File: src/rtl/neopixel_pkg.sv
// Shared types and constants for the WS2812 serialiser: state encoding, colour slots, frame geometry, default timing.
// Default timing assumes a 50 MHz clock (1.25 us bit period, 50 us latch gap).
package neopixel_pkg;

  typedef logic [1:0] state_t;
  localparam state_t IDLE = 2'd0;
  localparam state_t SEND = 2'd1;
  localparam state_t WAIT = 2'd2;

  typedef enum logic [1:0] {
    RED   = 2'd0,
    GREEN = 2'd1,
    BLUE  = 2'd2
  } color_e;

  localparam int NUM_PIXELS     = 5;
  localparam int NUM_COLORS     = 3;
  localparam int BITS_PER_FRAME = NUM_PIXELS * NUM_COLORS * 8;

  localparam int DEF_T0H     = 18;
  localparam int DEF_T1H     = 35;
  localparam int DEF_T_BIT   = 63;
  localparam int DEF_T_RESET = 2500;

endpackage

File: src/rtl/neopixel_tx_if.sv
// Producer-side bundle of the serialiser: colour loads, frame request, Moore ready flags, done pulses, data line.
// master = producer (drives load/send), slave = neopixel_tx.
interface neopixel_tx_if;
  logic       load_color;
  logic [2:0] pixel_index;
  logic [1:0] color_index;
  logic [7:0] color_level;
  logic       send_it;
  logic       ready_to_load;
  logic       ready_to_send;
  logic       done_send;
  logic       done_wait;
  logic       neo_data;

  modport master (
    output load_color, pixel_index, color_index, color_level, send_it,
    input  ready_to_load, ready_to_send, done_send, done_wait, neo_data
  );

  modport slave (
    input  load_color, pixel_index, color_index, color_level, send_it,
    output ready_to_load, ready_to_send, done_send, done_wait, neo_data
  );
endinterface

File: src/rtl/neopixel_tx_counter.sv
// Up-counter with synchronous clear that wraps to zero after MAX; one-cycle update latency.
// No backpressure: counts whenever en is high and clr is low.
module neopixel_tx_counter #(
  parameter int WIDTH = 8,
  parameter int MAX   = 255
) (
  input  logic             clock,
  input  logic             reset_L,
  input  logic             clr,
  input  logic             en,
  output logic [WIDTH-1:0] count
);

  localparam logic [WIDTH-1:0] MAX_V = WIDTH'(MAX);

  always_ff @(posedge clock or negedge reset_L) begin
    if (!reset_L) begin
      count <= '0;
    end else if (clr) begin
      count <= '0;
    end else if (en) begin
      count <= (count == MAX_V) ? '0 : count + 1'b1;
    end
  end

endmodule

File: src/rtl/neopixel_tx.sv
// WS2812 frame serialiser: 5 pixels x GRB bytes MSB first, registered data line, then a T_RESET low latch gap.
// First bit high starts one cycle after send_it; loads and sends are accepted only in IDLE (ready_* high).
module neopixel_tx
  import neopixel_pkg::*;
#(
  parameter int T0H     = DEF_T0H,
  parameter int T1H     = DEF_T1H,
  parameter int T_BIT   = DEF_T_BIT,
  parameter int T_RESET = DEF_T_RESET
) (
  input  logic          clock,
  input  logic          reset_L,
  neopixel_tx_if.slave  bus
);

  localparam int CYC_W  = $clog2(T_BIT + 1);
  localparam int WAIT_W = $clog2(T_RESET + 1);
  localparam int BIT_W  = $clog2(BITS_PER_FRAME);

  localparam logic [CYC_W-1:0]  CYC_LAST  = CYC_W'(T_BIT - 1);
  localparam logic [WAIT_W-1:0] WAIT_LAST = WAIT_W'(T_RESET - 1);
  localparam logic [BIT_W-1:0]  BIT_LAST  = BIT_W'(BITS_PER_FRAME - 1);
  localparam logic [CYC_W:0]    T0H_V     = (CYC_W + 1)'(T0H);
  localparam logic [CYC_W:0]    T1H_V     = (CYC_W + 1)'(T1H);

  state_t            state;
  logic              neo_q;
  logic              done_send_q;
  logic              done_wait_q;
  logic [7:0]        color_reg [NUM_PIXELS][NUM_COLORS];
  logic [BITS_PER_FRAME-1:0] frame;
  logic [CYC_W-1:0]  cyc_cnt;
  logic [BIT_W-1:0]  bit_cnt;
  logic [WAIT_W-1:0] wait_cnt;
  logic              in_send;
  logic              in_wait;
  logic              cyc_last;
  logic              bit_last;
  logic              wait_last;
  logic              cur_bit;
  logic [CYC_W:0]    high_len;
  logic [CYC_W:0]    cyc_nxt;

  assign in_send   = (state == SEND);
  assign in_wait   = (state == WAIT);
  assign cyc_last  = (cyc_cnt == CYC_LAST);
  assign bit_last  = (bit_cnt == BIT_LAST);
  assign wait_last = (wait_cnt == WAIT_LAST);

  neopixel_tx_counter #(.WIDTH(CYC_W), .MAX(T_BIT - 1)) u_cyc_cnt (
    .clock(clock), .reset_L(reset_L), .clr(!in_send), .en(in_send), .count(cyc_cnt)
  );

  // Bit index holds at the last bit; leaving SEND clears it, so it never runs into a second frame.
  neopixel_tx_counter #(.WIDTH(BIT_W), .MAX(BITS_PER_FRAME - 1)) u_bit_cnt (
    .clock(clock), .reset_L(reset_L), .clr(!in_send),
    .en(in_send && cyc_last && !bit_last), .count(bit_cnt)
  );

  neopixel_tx_counter #(.WIDTH(WAIT_W), .MAX(T_RESET - 1)) u_wait_cnt (
    .clock(clock), .reset_L(reset_L), .clr(!in_wait), .en(in_wait), .count(wait_cnt)
  );

  always_ff @(posedge clock or negedge reset_L) begin
    if (!reset_L) begin
      for (int p = 0; p < NUM_PIXELS; p++)
        for (int c = 0; c < NUM_COLORS; c++)
          color_reg[p][c] <= '0;
    end else if (state == IDLE && bus.load_color) begin
      for (int p = 0; p < NUM_PIXELS; p++)
        for (int c = 0; c < NUM_COLORS; c++)
          if (bus.pixel_index == 3'(p) && bus.color_index == 2'(c))
            color_reg[p][c] <= bus.color_level;
    end
  end

  // Wire order on the line: pixel 0 first, G then R then B, MSB first.
  always_comb begin
    frame = '0;
    for (int p = 0; p < NUM_PIXELS; p++)
      frame[BITS_PER_FRAME-1-24*p -: 24] = {color_reg[p][GREEN], color_reg[p][RED], color_reg[p][BLUE]};
  end

  assign cur_bit  = frame[BIT_LAST - bit_cnt];
  assign high_len = cur_bit ? T1H_V : T0H_V;
  assign cyc_nxt  = {1'b0, cyc_cnt} + 1'b1;

  // neo_q is computed one cycle ahead so the line itself comes straight from a flop.
  always_ff @(posedge clock or negedge reset_L) begin
    if (!reset_L) begin
      state       <= IDLE;
      neo_q       <= 1'b0;
      done_send_q <= 1'b0;
      done_wait_q <= 1'b0;
    end else begin
      done_send_q <= 1'b0;
      done_wait_q <= 1'b0;
      case (state)
        IDLE: begin
          neo_q <= bus.send_it;
          if (bus.send_it) state <= SEND;
        end
        SEND: begin
          if (!cyc_last) begin
            neo_q <= (cyc_nxt < high_len);
          end else if (!bit_last) begin
            neo_q <= 1'b1;
          end else begin
            neo_q       <= 1'b0;
            done_send_q <= 1'b1;
            state       <= WAIT;
          end
        end
        WAIT: begin
          neo_q <= 1'b0;
          if (wait_last) begin
            done_wait_q <= 1'b1;
            state       <= IDLE;
          end
        end
        default: begin
          neo_q <= 1'b0;
          state <= IDLE;
        end
      endcase
    end
  end

  assign bus.ready_to_load = (state == IDLE);
  assign bus.ready_to_send = (state == IDLE);
  assign bus.done_send     = done_send_q;
  assign bus.done_wait     = done_wait_q;
  assign bus.neo_data      = neo_q;

endmodule

File: src/flat_wrapper.sv
// flat-port wrapper written by rule: the top's interface ports become plain ports
module neopixel_tx_flat import neopixel_pkg::*;
#(
  parameter int T0H     = DEF_T0H,
  parameter int T1H     = DEF_T1H,
  parameter int T_BIT   = DEF_T_BIT,
  parameter int T_RESET = DEF_T_RESET
)
  (clock, reset_L, bus_load_color, bus_pixel_index, bus_color_index, bus_color_level, bus_send_it, bus_ready_to_load, bus_ready_to_send, bus_done_send, bus_done_wait, bus_neo_data);
  neopixel_tx_if bus_i ();
  input  logic clock;
  input  logic reset_L;
  input wire logic [$bits(bus_i.load_color)-1:0] bus_load_color;
  input wire logic [$bits(bus_i.pixel_index)-1:0] bus_pixel_index;
  input wire logic [$bits(bus_i.color_index)-1:0] bus_color_index;
  input wire logic [$bits(bus_i.color_level)-1:0] bus_color_level;
  input wire logic [$bits(bus_i.send_it)-1:0] bus_send_it;
  output wire logic [$bits(bus_i.ready_to_load)-1:0] bus_ready_to_load;
  output wire logic [$bits(bus_i.ready_to_send)-1:0] bus_ready_to_send;
  output wire logic [$bits(bus_i.done_send)-1:0] bus_done_send;
  output wire logic [$bits(bus_i.done_wait)-1:0] bus_done_wait;
  output wire logic [$bits(bus_i.neo_data)-1:0] bus_neo_data;
  assign bus_i.load_color = bus_load_color;
  assign bus_i.pixel_index = bus_pixel_index;
  assign bus_i.color_index = bus_color_index;
  assign bus_i.color_level = bus_color_level;
  assign bus_i.send_it = bus_send_it;
  assign bus_ready_to_load = bus_i.ready_to_load;
  assign bus_ready_to_send = bus_i.ready_to_send;
  assign bus_done_send = bus_i.done_send;
  assign bus_done_wait = bus_i.done_wait;
  assign bus_neo_data = bus_i.neo_data;
  neopixel_tx #(.T0H(T0H), .T1H(T1H), .T_BIT(T_BIT), .T_RESET(T_RESET)) u_core (.clock(clock), .reset_L(reset_L), .bus(bus_i));
endmodule
File: config.mk
export PLATFORM = sky130hd
export DESIGN_NAME = neopixel_tx_flat
export DESIGN_NICKNAME = d
export VERILOG_FILES = /design/src/rtl/neopixel_pkg.sv /design/src/rtl/neopixel_tx_if.sv /design/src/rtl/neopixel_tx_counter.sv /design/src/rtl/neopixel_tx.sv /design/src/flat_wrapper.sv
export SDC_FILE = /design/constraint.sdc
export NUM_CORES = 1
export LEC_CHECK = 0
export ABC_AREA = 1
export CAP_MARGIN = 15
export CORE_MARGIN = 2
export CORE_UTILIZATION = 56
export CTS_CLUSTER_SIZE = 40
export DETAILED_ROUTE_END_ITERATION = 8
export PLACE_DENSITY = 0.85
export SYNTH_ARGS = -nofsm -noshare
export SYNTH_HDL_FRONTEND = slang
export SYNTH_SLANG_ARGS = --single-unit
File: constraint.sdc
create_clock -name clock -period 2.3 [get_ports clock]
set_input_delay 0.23 -clock clock [delete_from_list [all_inputs] [get_ports clock]]
set_output_delay 0.23 -clock clock [all_outputs]
set_load 0.01 [all_outputs]
Word level (Yosys, flattened, before mapping)
Cells that the tools add are included.
{"block": "word_totals", "reg_bits": 150, "inputBits": 17, "out_inout_bits": 5, "word_cells": 106}
{"block": "op_classes", "n_addsub": 5, "n_lt_le_gt_ge": 2, "eq_ne": 16, "n_mux": 23, "n_reduce_logical": 38}
{"cell": "2-bit AND reduction", "count": 15}
{"cell": "12-bit 2-to-1 mux", "count": 2}
{"cell": "7-bit 2-to-1 mux", "count": 3}
{"cell": "1-bit logical AND", "count": 18}
{"cell": "6-bit 2-to-1 mux", "count": 3}
{"cell": "12-bit by 1-bit adder with 12-bit output, second input constant", "count": 1}
{"cell": "12-bit equality test, second input constant", "count": 1}
{"cell": "2-bit inequality test, second input constant", "count": 5}
{"cell": "7-bit by 8-bit less-than comparator with 1-bit output, second input constant", "count": 1}
{"cell": "1-bit 2-to-1 mux", "count": 8}
{"cell": "2-bit 2-to-1 mux", "count": 4}
{"cell": "6-bit by 1-bit adder with 7-bit output, second input constant", "count": 1}
{"cell": "7-bit by 1-bit adder with 7-bit output, second input constant", "count": 1}
{"cell": "1-bit binary-select mux with 7-bit select", "count": 1}
{"cell": "7-bit equality test, second input constant", "count": 1}
{"cell": "7-bit less-than comparator", "count": 1}
{"cell": "7-bit subtractor, first input constant", "count": 1}
{"cell": "6-bit by 1-bit adder with 6-bit output, second input constant", "count": 1}
{"cell": "3-bit by 2-bit equality test with 1-bit output, second input constant", "count": 2}
{"cell": "6-bit equality test, second input constant", "count": 1}
{"cell": "2-bit case mux with 3 select lines", "count": 1}
{"cell": "2-bit by 1-bit equality test with 1-bit output, second input constant", "count": 2}
{"cell": "2-bit equality test, second input constant", "count": 2}
{"cell": "2-bit zero test", "count": 2}
{"cell": "other kinds (6)", "count": 6}

Logic depth before layout (Yosys ltp)
Gate-level depths: netlist (run 1).
{"block": "logic_depth", "depth_word": 7, "mapped_depth": 23, "mapped_depth_nobuf": 22}

Modules after synthesis
From an unflattened synthesis (run 1), not the netlist that was laid out.
{"block": "unflattened", "hier_cells": 1056, "hier_area_um2": 7892.6}
{"module": "neopixel_tx", "n_inst": 1, "cells_per_inst": 829, "area_each_um2": 6274.8, "seq_area_each_um2": 3128.0}
{"module": "neopixel_tx_counter at u_core.u_wait_cnt", "n_inst": 1, "cells_per_inst": 123, "area_each_um2": 808.3, "seq_area_each_um2": 300.3}
{"module": "neopixel_tx_counter at u_core.u_bit_cnt", "n_inst": 1, "cells_per_inst": 51, "area_each_um2": 411.6, "seq_area_each_um2": 175.2}
{"module": "neopixel_tx_counter at u_core.u_cyc_cnt", "n_inst": 1, "cells_per_inst": 53, "area_each_um2": 397.9, "seq_area_each_um2": 150.1}

Least setup slack after synthesis (run 1)
OpenSTA, ideal clock, no wires.
{"block": "synth_timing", "kind": "flip-flop to flip-flop", "start": "register u_core.u_bit_cnt.count[3]", "end": "register u_core.neo_q, in the netlist u_core.bus.neo_data", "setup_time_ns": 0.066, "arrival_ns": 2.439, "required_time_ns": 2.234, "slack_ns": -0.206, "path_stages_with_launch": 19, "n_path_buf": 1, "period_less_slack_ns": 2.506, "path_cell_list": "dfrtp_1 -> inv_1 -> buf_2 -> ha_1 -> inv_1 -> nand2_1 -> a21oi_1 -> nand2_1 -> nand3_1 -> nand3_1 -> nand2_1 -> inv_1 -> ha_1 -> a31o_2 -> a211oi_1 -> nand2_1 -> nand2_1 -> nand2_1 -> nand2_1"}
{"block": "synth_via", "elab_chain_cells": 7, "elab_cells_between_ends": 9, "classes_between": "add/sub (1); order compare (1); eq/ne (1); mux (6)"}
{"element": "start: declaration", "line_no": "neopixel_tx_counter.sv:11", "rtl": "output logic [WIDTH-1:0] count"}
{"element": "start signal: assignment", "line_no": "neopixel_tx_counter.sv:22", "rtl": "count <= (count == MAX_V) ? '0 : count + 1'b1;"}
{"element": "7-bit subtractor", "line_no": "neopixel_tx.sv:84", "rtl": "assign cur_bit = frame[BIT_LAST - bit_cnt];"}
{"element": "1-bit binary-select mux with 7-bit select", "line_no": "neopixel_tx.sv:84"}
{"element": "1-bit 2-to-1 mux (not written as such)", "line_no": "neopixel_tx.sv:84"}
{"element": "6-bit 2-to-1 mux", "line_no": "neopixel_tx.sv:85", "rtl": "assign high_len = cur_bit ? T1H_V : T0H_V;"}
{"element": "7-bit less-than comparator", "line_no": "neopixel_tx.sv:105", "rtl": "neo_q <= (cyc_nxt < high_len);"}
{"element": "1-bit 2-to-1 mux *", "line_no": "neopixel_tx.sv:104", "rtl": "if (!cyc_last) begin"}
{"element": "1-bit case mux with 2 select lines *", "line_no": "neopixel_tx.sv:98", "rtl": "case (state)"}
{"element": "end signal: assignment", "line_no": "neopixel_tx.sv:100", "rtl": "neo_q <= bus.send_it;"}
{"element": "end signal: assignment", "line_no": "neopixel_tx.sv:105"}
{"element": "end: declaration", "line_no": "neopixel_tx.sv:27", "rtl": "logic neo_q;"}
Every way passes the cells marked *; elsewhere a longest branch is shown, timed or not. The select of a mux whose other input is x is not followed.
A chain may end at the register's enable or synchronous reset.

Final worst setup path (run 1)
{"block": "layout_timing", "start": "register u_core.u_bit_cnt.count[0]", "end": "register u_core.neo_q, in the netlist u_core.bus.neo_data"}
The elaborated chain is that of the path after synthesis.

==> impl_summary.md, run 1 <==
STA
Of the available clock period, the critical path in the final layout requires 115%. Setup violations remaining at the end of the flow were counted as 1. The worst-case headroom to the max-slew limit is 52.0%. Setup repair after global routing could not meet its margin everywhere. The clock period minus final worst setup slack is about 2.6 ns.

The final worst-path setup slack is -0.336 ns. Setup total negative slack on the finished layout was measured at -0.336 ns. The max-slew violation count is 0. The number of hold-slack violations in the final timing report came to 0. The measured slew at the worst slew-check pin is a little over 0.7 ns. Derived from the worst setup path, the maximum achievable clock frequency is between 300 and 400 MHz. On the final layout, the worst clock skew is slightly above 0.006 ns.

GRT
The number of global-route vias before repair is approximately 6200. The combined global-route utilization of all metal layers is between 20 and 30%. The initial antenna violation count came to 0. The first global-routing pass estimated 31000 µm of wire. The pin count of the biggest net entering global routing is 57.

For this run the aggregate overflow at the end of global routing stands at 0.

Placed design
In this run the tool buffered the top-level ports with 21 buffer cells. The post-place setup slack is -0.309 ns. The placer's final routability congestion estimate is roughly 0.9.

Summed over all nets, the half-perimeter wirelength after detailed placement is ~11000 µm.

Layout
The number of filler instances in the final layout is 925. The final layout contains just under 1000 nets. The number of antenna diodes in the final layout is 0. The relative area change from synthesis to final layout is 20.4%.

The share of post-route cells with drive strength above 1 is between 10 and 15%. The multi-input combinational cells in the finished layout cover a total of between 0.003 and 0.004 mm². The final design utilization is 68.9%. The flip-flop count of the largest register, all copies and words added is 120. Summing all flip-flop and latch instances after layout gives about 0.0038 mm².

Setup path
For this design, the slowest cell found on the critical path is dfrtp_2. For this run, the slowest stage of the critical path takes ~0.43 ns. STA classifies the critical path startpoint as a flip-flop. Data arrives at the worst endpoint at approximately 3 ns. In this run the critical register-to-register path is launched from u_core.u_bit_cnt.count[0].

Among cell families on the critical path, the largest total delay comes from simple AND/OR/NAND/NOR gates. The worst setup path is of the reg -> reg kind. Counting stages on the worst path, the most repeated cell is nand2_1. The critical path contains buffers and inverters numbering 4 combined.

The critical path goes through clkinv_4, buf_6, clkbuf_16, o21ai_1, nand3_1, nand3_1, nand2_1, nand3_2, nand3_2, nand2_2, inv_2, ha_4, a31o_4, a211oi_2, nand2_1, nand2_1, nand2_1, nand2_1. For the worst flop-to-flop path, the logic depth is 18. In this run the register-to-register setup slack is -0.34 ns. The maximum fanout count along the critical path is 11.

The worst setup path is captured at a flip-flop. The endpoint of the worst-slack reg-to-reg timing path is u_core.bus.neo_data. The worst endpoint required time is 2.67 ns.

Clock tree
The clock reaches the later pin of the worst-skew pair after approximately 0.43 ns. No sink is reached through more buffers than the 2 on the longest clock path. The CTS tree is built. The number of buffers created by CTS is 17. After clock tree synthesis, the clock-pin slew on the worst setup and hold paths is 0.06 ns.

The H-tree was split into 4 levels. The clock sink count is 150. Clock tree synthesis selected as its root buffer the cell clkbuf_16.

Route
Dividing the detail-routed wire length by the instance count gives between 15 and 20 µm. The highest metal layer carrying signal wires in the routed design is met4. The post-route antenna net violation count is 0. The met1 routed wirelength after detailed routing is a little under 8000 µm.

The final wirelength is just under 20000 µm. In the routed design, unresolved DRC markers number 0. The routed length on met3 is 1580 µm. The initial DRC count is 710. The routed via count is about 6400. The detailed-route vias per instance is between 5 and 6. The wire length on met2 is around 9400 µm.

The pre-antenna-repair detailed-routing pass consisted of 5 iterations.

Die
The effective utilization at floorplan is 57.2%. Measured along the x axis, the die boundary spans between 100 and 150 µm. The die covers between 0.01 and 0.015 mm². 22 I/O pins were placed. In this run the standard cell core region covers between 0.01 and 0.015 mm².

In this run the vertical extent of the chip is between 100 and 150 µm. The floorplan has 41 rows.

Power and ir drop
The highest ir drop seen on vdd is about 500 µV. The leakage power summed over all cells is approximately 0.004 µW. Power spread over the standard cell area amounts to approximately 630 mW/mm².

Synthesis
The total of flip-flops plus latches after synthesis is 150. The post-synthesis instance area is roughly 0.007 mm². The gate count after technology mapping is 910. The count of cell types in the netlist is 30. The post-synthesis net count is 937. The count of warnings emitted by yosys is 0.

The proportion of synthesized chip area in sequential cells is approximately 52%. Each instance of the synthesized netlist takes up on average around 8 µm².

Hold path
The tightest min-delay check is of the in -> async type.

Run status
The checks that failed: setup timing. The flow ran to the end, but the final reports show violations.

Run
The tool flagged a number of max-cap violations equal to 0.
==> timing repair <==
item	in CTS	in global routing
setup buffers	2	2
endpoints found under the hold margin	53	0
endpoints found under the setup margin	1	4
resized for setup	21	68
pin swaps	13	39
hold buffers	1	0
cloned	2	2
==> stage by stage <==
stage / hold WS, ns / cells / total power (µW) / cell area [µm²]
floorplan: -0.0656 / 910 / 2710 / 7220
global placement: 0.231 / 1088 / 2830 / 7700
detailed placement: 0.232 / 1088 / 2830 / 7700
CTS: 0.353 / 1121 / 5470 / 8420
global route: 0.390 / 1123 / 5610 / 8660
finish: 0.340 / 1123 / 5460 / 8660
==> logic make-up after synthesis <==
logic type | Yosys count | synth area share, %
and+or+nand+nor | 463 | 26.1
AOI/OAI and AO/OA | 170 | 12.0
DFF | 150 | 52.2
buffers and inverters | 107 | 6.80
xor gates and xnor gates | 10 | 1.22
adders and majority gates | 10 | 1.74
==> layer usage <==
layer,up-vias,global-route usage (%)
met5,-,0
met4,0,11.9
met3,63,7.83
met2,307,45.1
met1,3087,37.7
li1,2989,-
==> layout make-up <==
class                           count  area share [%]
Timing Repair Buffer               59            7.81
Inverter                           61            2.70
Multi-Input combinational cell    653            37.3
Clock inverter                      5           0.867
Clock buffer                       23            5.52
Tap cell                          172            2.48
Sequential cell                   150            43.3
==> cells in the mapped netlist <==
master	count	share of area, %
nand3_1	59	4.1
clkinv_1	1	0.052
dfrtp_1	150	52
a31oi_1	1	0.087
nand2_1	289	15
o21ai_1	20	1.4
and3_1	1	0.087
ha_1	10	1.7
nand4_1	3	0.26
buf_2	10	0.70
nor3b_1	4	0.42
o21ai_0	135	9.4
xnor2_1	1	0.12
buf_4	2	0.21
a211oi_1	1	0.10
o211ai_1	2	0.21
nor4_1	2	0.17
inv_1	58	3.0
o22ai_1	1	0.087
nor2_1	88	4.6
nor2_2	1	0.087
buf_6	6	0.94
a31o_2	1	0.12
buf_8	2	0.42
nor3_1	14	0.97
a21oi_1	9	0.63
clkbuf_1	26	1.4
inv_2	2	0.10
xor2_1	9	1.1
nor3_2	2	0.28
==> layout by cell type, fill, tap and decap left out, types with 2 or more instances in the layout <==
master / count
nand3_1: 41
nor3b_1: 3
nor3_2: 3
o21ai_2: 6
buf_12: 8
a21oi_1: 5
clkinv_2: 3
o211ai_1: 2
nor4_1: 2
bufinv_16: 2
nand2_1: 271
clkdlybuf4s50_1: 20
inv_2: 4
nor2_4: 2
clkbuf_1: 3
nor2_1: 73
nand2_2: 18
clkbuf_16: 19
inv_1: 55
clkbuf_8: 3
a21oi_2: 3
buf_6: 5
o21ai_0: 129
ha_1: 8
o21ai_1: 20
ha_4: 2
nor3_1: 13
dfrtp_1: 149
xor2_1: 9
nor2_2: 14
buf_4: 21
nand4_1: 3
nand3_2: 18
==> how the worst max path moves through the flow <==
stage                                         start                   to  depth (start not counted)
after detailed placement  u_core.u_bit_cnt.count[0]  u_core.bus.neo_data                         18
after global routing      u_core.u_bit_cnt.count[0]  u_core.bus.neo_data                         19
after floorplan           u_core.u_bit_cnt.count[0]  u_core.bus.neo_data                         19
final                     u_core.u_bit_cnt.count[0]  u_core.bus.neo_data                         18
after CTS                 u_core.u_bit_cnt.count[0]  u_core.bus.neo_data                         19
after global placement    u_core.u_bit_cnt.count[0]  u_core.bus.neo_data                         18
==> report_power, final <==
group          total, µW  internal (µW)  switching [µW]
Clock               2670           1650            1020
Combinational        145           33.5             111
Sequential          2640           2640               0
Total               5460           4320            1140
(Power assumes the default switching activity.)
==> run 2: changes to the inputs <==
--- a/config.mk
+++ b/config.mk
@@ -8,10 +8,11 @@
 export ABC_AREA = 1
 export CAP_MARGIN = 15
 export CORE_MARGIN = 2
-export CORE_UTILIZATION = 56
+export CORE_UTILIZATION = 57
 export CTS_CLUSTER_SIZE = 40
 export DETAILED_ROUTE_END_ITERATION = 8
-export PLACE_DENSITY = 0.85
+export DONT_BUFFER_PORTS = 1
+export PLACE_DENSITY = 0.83
 export SYNTH_ARGS = -nofsm -noshare
 export SYNTH_HDL_FRONTEND = slang
 export SYNTH_SLANG_ARGS = --single-unit
==> run 2 against run 1 <==
The flow finishes with violations (hold timing, setup timing). Die area down 1.7%. Power grew 7.5%. Sequential power is essentially flat. Sequential cell count did not move. Clock power up 19%. Combinational power decreased by 62%. Core utilization fell by 0.36 points. Critical endpoint unchanged. Critical path type unchanged. Non-clock buffer count shrank 21. Fmax up 2.4%.
==> impl_summary.md, run 2 (same netlist as run 1, synthesis figures left out) <==
Route
The average routed wire per standard cell is 17.7 µm (+1.7%). The routed length on met3 is 1820 µm (+15%). The routed via count was 6341 (-1.6%). The initial DRC count is 742 (+4.5%). The post-route antenna net violation count came to 0 (unchanged). The final wirelength is 19600 µm (+0.11%). The wire length on met2 is 9340 µm (-1.1%).

The first-pass detailed-route iteration total was 8 (+3). The met1 routed wirelength after detailed routing came to 7750 µm (-1.4%). The total DRC errors in the routed layout was 0 (unchanged). The detailed-route vias per instance came to 5.73 (-0.12%).

The highest signal layer in the routed design is met4.

Setup path
The data arrival time of the critical path came to 2.95 ns (-0.05 ns). The worst endpoint required time came to 2.67 ns (about the same). The kind of launch point of the worst setup path is a flip-flop. STA classifies the critical path endpoint as a flip-flop. The type of the setup path with the least slack is reg -> reg. The maximum fanout count along the critical path is 5 (-6).

Placed design
The count of buffers inserted at the top-level ports came to 0 (-100%). The placed instance area came to 0.00744 mm² (-3.4%). The placer's final routability congestion estimate is 0.930 (+3.5%). The post-place setup slack came to -0.296 ns (+0.0126 ns). The HPWL reported at the end of detailed placement is 10900 µm (-4.6%).

GRT
The pin count of the biggest net entering global routing is 151 (+160%). The aggregate global routing overflow is 0 (unchanged). The initial antenna violation count is 0 (unchanged). The number of global-route vias before repair is 6032 (-2.3%). The combined global-route utilization of all metal layers came to 29.7% (+1.1 points). The global-route wire length before repair is 30300 µm (-2.2%).

Clock tree
The count of hold-fix buffers inserted at cts is 1 (unchanged). The clock sink count is 150 (unchanged). The clock-pin slew reported for the worst setup and hold paths after clock tree synthesis was 0.06 ns (about the same). The clock latency on the worst-skew pair is 0.44 ns (about the same). The largest buffer count on any clock path came to 2 (unchanged). The clock tree root driver cell is clkbuf_16. The number of buffers created by CTS is 17 (unchanged).

The count of H-tree levels built during CTS was 4 (unchanged). TritonCTS built the clock tree.

Run status
The run finished, with violations left. The final reports fail on hold timing, setup timing.

STA
The setup TNS after final layout came to -0.274 ns (+0.0625 ns). The worst clock skew is 0.00592 ns (-0.000243 ns). The smallest hold slack is -0.514 ns (-0.854 ns).

The worst-case headroom to the max-slew limit is 52.3% (+0.28 points). The number of hold-slack violations in the final timing report is 150 (+150). The measured slew at the worst slew-check pin is 0.714 ns (-0.00424 ns). The clock period minus final worst setup slack is 2.57 ns (-0.0625 ns).

The final setup violation count is 1 (unchanged). The fmax was 389 MHz (+2.4%). Setup repair after global routing could not meet its margin everywhere. The final cycle utilization of the critical path is 112% (-2.7 points). The max-slew violation count is 0 (unchanged). The final worst-path setup slack is -0.274 ns (+0.0625 ns).

Power and ir drop
The combinational share of power came to 0.9% (-1.8 points). The leakage power summed over all cells is 0.00391 µW (-0.82%). The internal power contribution was 4700 µW (+8.7%). The power density over the cells came to 686 mW/mm² (+8.9%).

The switching power share of the total was 19.9% (-0.93 points). The highest ir drop seen on vdd came to 609 µV (+21%). The switching power is 1170 µW (+2.6%). The share of power burned in registers was 45.0% (-3.4 points). The power consumption came to 5870 µW (+7.5%). The share of power burned in the clock network is 54.1% (+5.1 points).

Die
The height of the die came to 116 µm (-0.85%). The top-level port count is 22 (unchanged). The overall die area came to 0.0135 mm² (-1.7%). The effective utilization at floorplan is 57.7% (+0.47 points).

The placement row count came to 41 (unchanged). The width of the die is 116 µm (-0.85%). The core area came to 0.0125 mm² (-0.82%).

Layout
The number of nets at the end of the flow came to 948 (-2.2%). Leaving out fill and tap cells, the most frequent cell in the layout is nand2_1. The area growth from synthesis to layout is 18.8%. The area of all placed cells without fillers was 0.00855 mm² (-1.3%). The flip-flop count of the largest register, all copies and words added is 120 (unchanged).

The library cells used most frequently in the layout, excluding fill and tap cells, are 275 x nand2_1, 149 x dfrtp_1, 130 x o21ai_0. The share of post-route cells with drive strength above 1 is 14.0% (-0.59 points). The number of filler instances in the final layout is 945 (+2.2%). The total inserted antenna cells is 0 (unchanged).

Hold path
The worst hold-check path type is in -> async.

Run
The number of max-capacitance violations reported is 0 (unchanged).
-- run 2: final timing paths --
kind                                            from               endpoint  slack (ns)  depth (start not counted)
hold / removal                               reset_L  u_core.color_reg[112]       -0.51                          0
hold reg to reg                 u_core.color_reg[73]   u_core.color_reg[73]        0.49                          2
min in group clock                bus_color_level[4]  u_core.color_reg[100]        0.31                          2
setup / recovery           u_core.u_bit_cnt.count[0]    u_core.bus.neo_data       -0.27                         19
setup reg to reg           u_core.u_bit_cnt.count[0]    u_core.bus.neo_data       -0.27                         19
max in group asynchronous                    reset_L   u_core.color_reg[11]        2.66                          0
-- run 2: power by group through the flow --
| stage | registers (µW) | logic [µW] | clock network [µW] |
|---|---|---|---|
| 3_5_place_dp | 2690 | 53.5 | 0 |
| 5_1_grt | 2640 | 58.4 | 3320 |
| 2_1_floorplan | 2690 | 26.2 | 0 |
| 3_3_place_gp | 2690 | 52.3 | 0 |
| 6_report | 2640 | 55.3 | 3170 |
| 4_1_cts | 2640 | 55.0 | 3180 |
-- run 2: repair_timing --
item                       CTS  global route
gates resized for setup     26            46
hold endpoints to repair   152           150
buffers inserted             3             0
pin swaps                   12            32
cloned                       3             4
setup endpoints to repair    1             2
-- run 2: layer usage --
metal  track usage (%)  vias up
met2              46.0      303
li1                  -     2956
met1              37.9     3007
met3              9.39       75
met4              14.9        0
met5                 0        -
-- run 2: final cells by class --
cell class / count / area [µm²] / area share (%)
timing repair buffer: 38 / 492 / 5.75
clock inverter: 13 / 226 / 2.65
sequential: 150 / 3750 / 43.9
multi-input combinational: 653 / 3180 / 37.2
inverter: 61 / 234 / 2.74
clock buffer: 19 / 443 / 5.18
tap: 172 / 215 / 2.52
-- run 2: worst max-delay path: stages (launching register included) --
cell	delay, ns
dfrtp_2	0.46
buf_8	0.18
buf_12	0.14
nand2_2	0.07
nand3_2	0.07
nand3_1	0.09
nand2_1	0.07
a21oi_2	0.16
nand2_1	0.09
nand3_2	0.09
nand3_2	0.08
nand2_2	0.10
inv_2	0.05
ha_4	0.21
a31o_4	0.22
a211oi_2	0.18
nand2_1	0.09
nand2_1	0.06
nand2_1	0.05
nand2_1	0.05
-- run 2: per-stage QoR --
step	hold WS, ns	util [%]	instances
global route	-0.537	68.6	1106
global placement	-0.0619	59.7	1064
finish	-0.514	68.6	1106
CTS	-0.528	66.6	1102
detailed placement	-0.0616	59.7	1064
floorplan	-0.0656	-	910
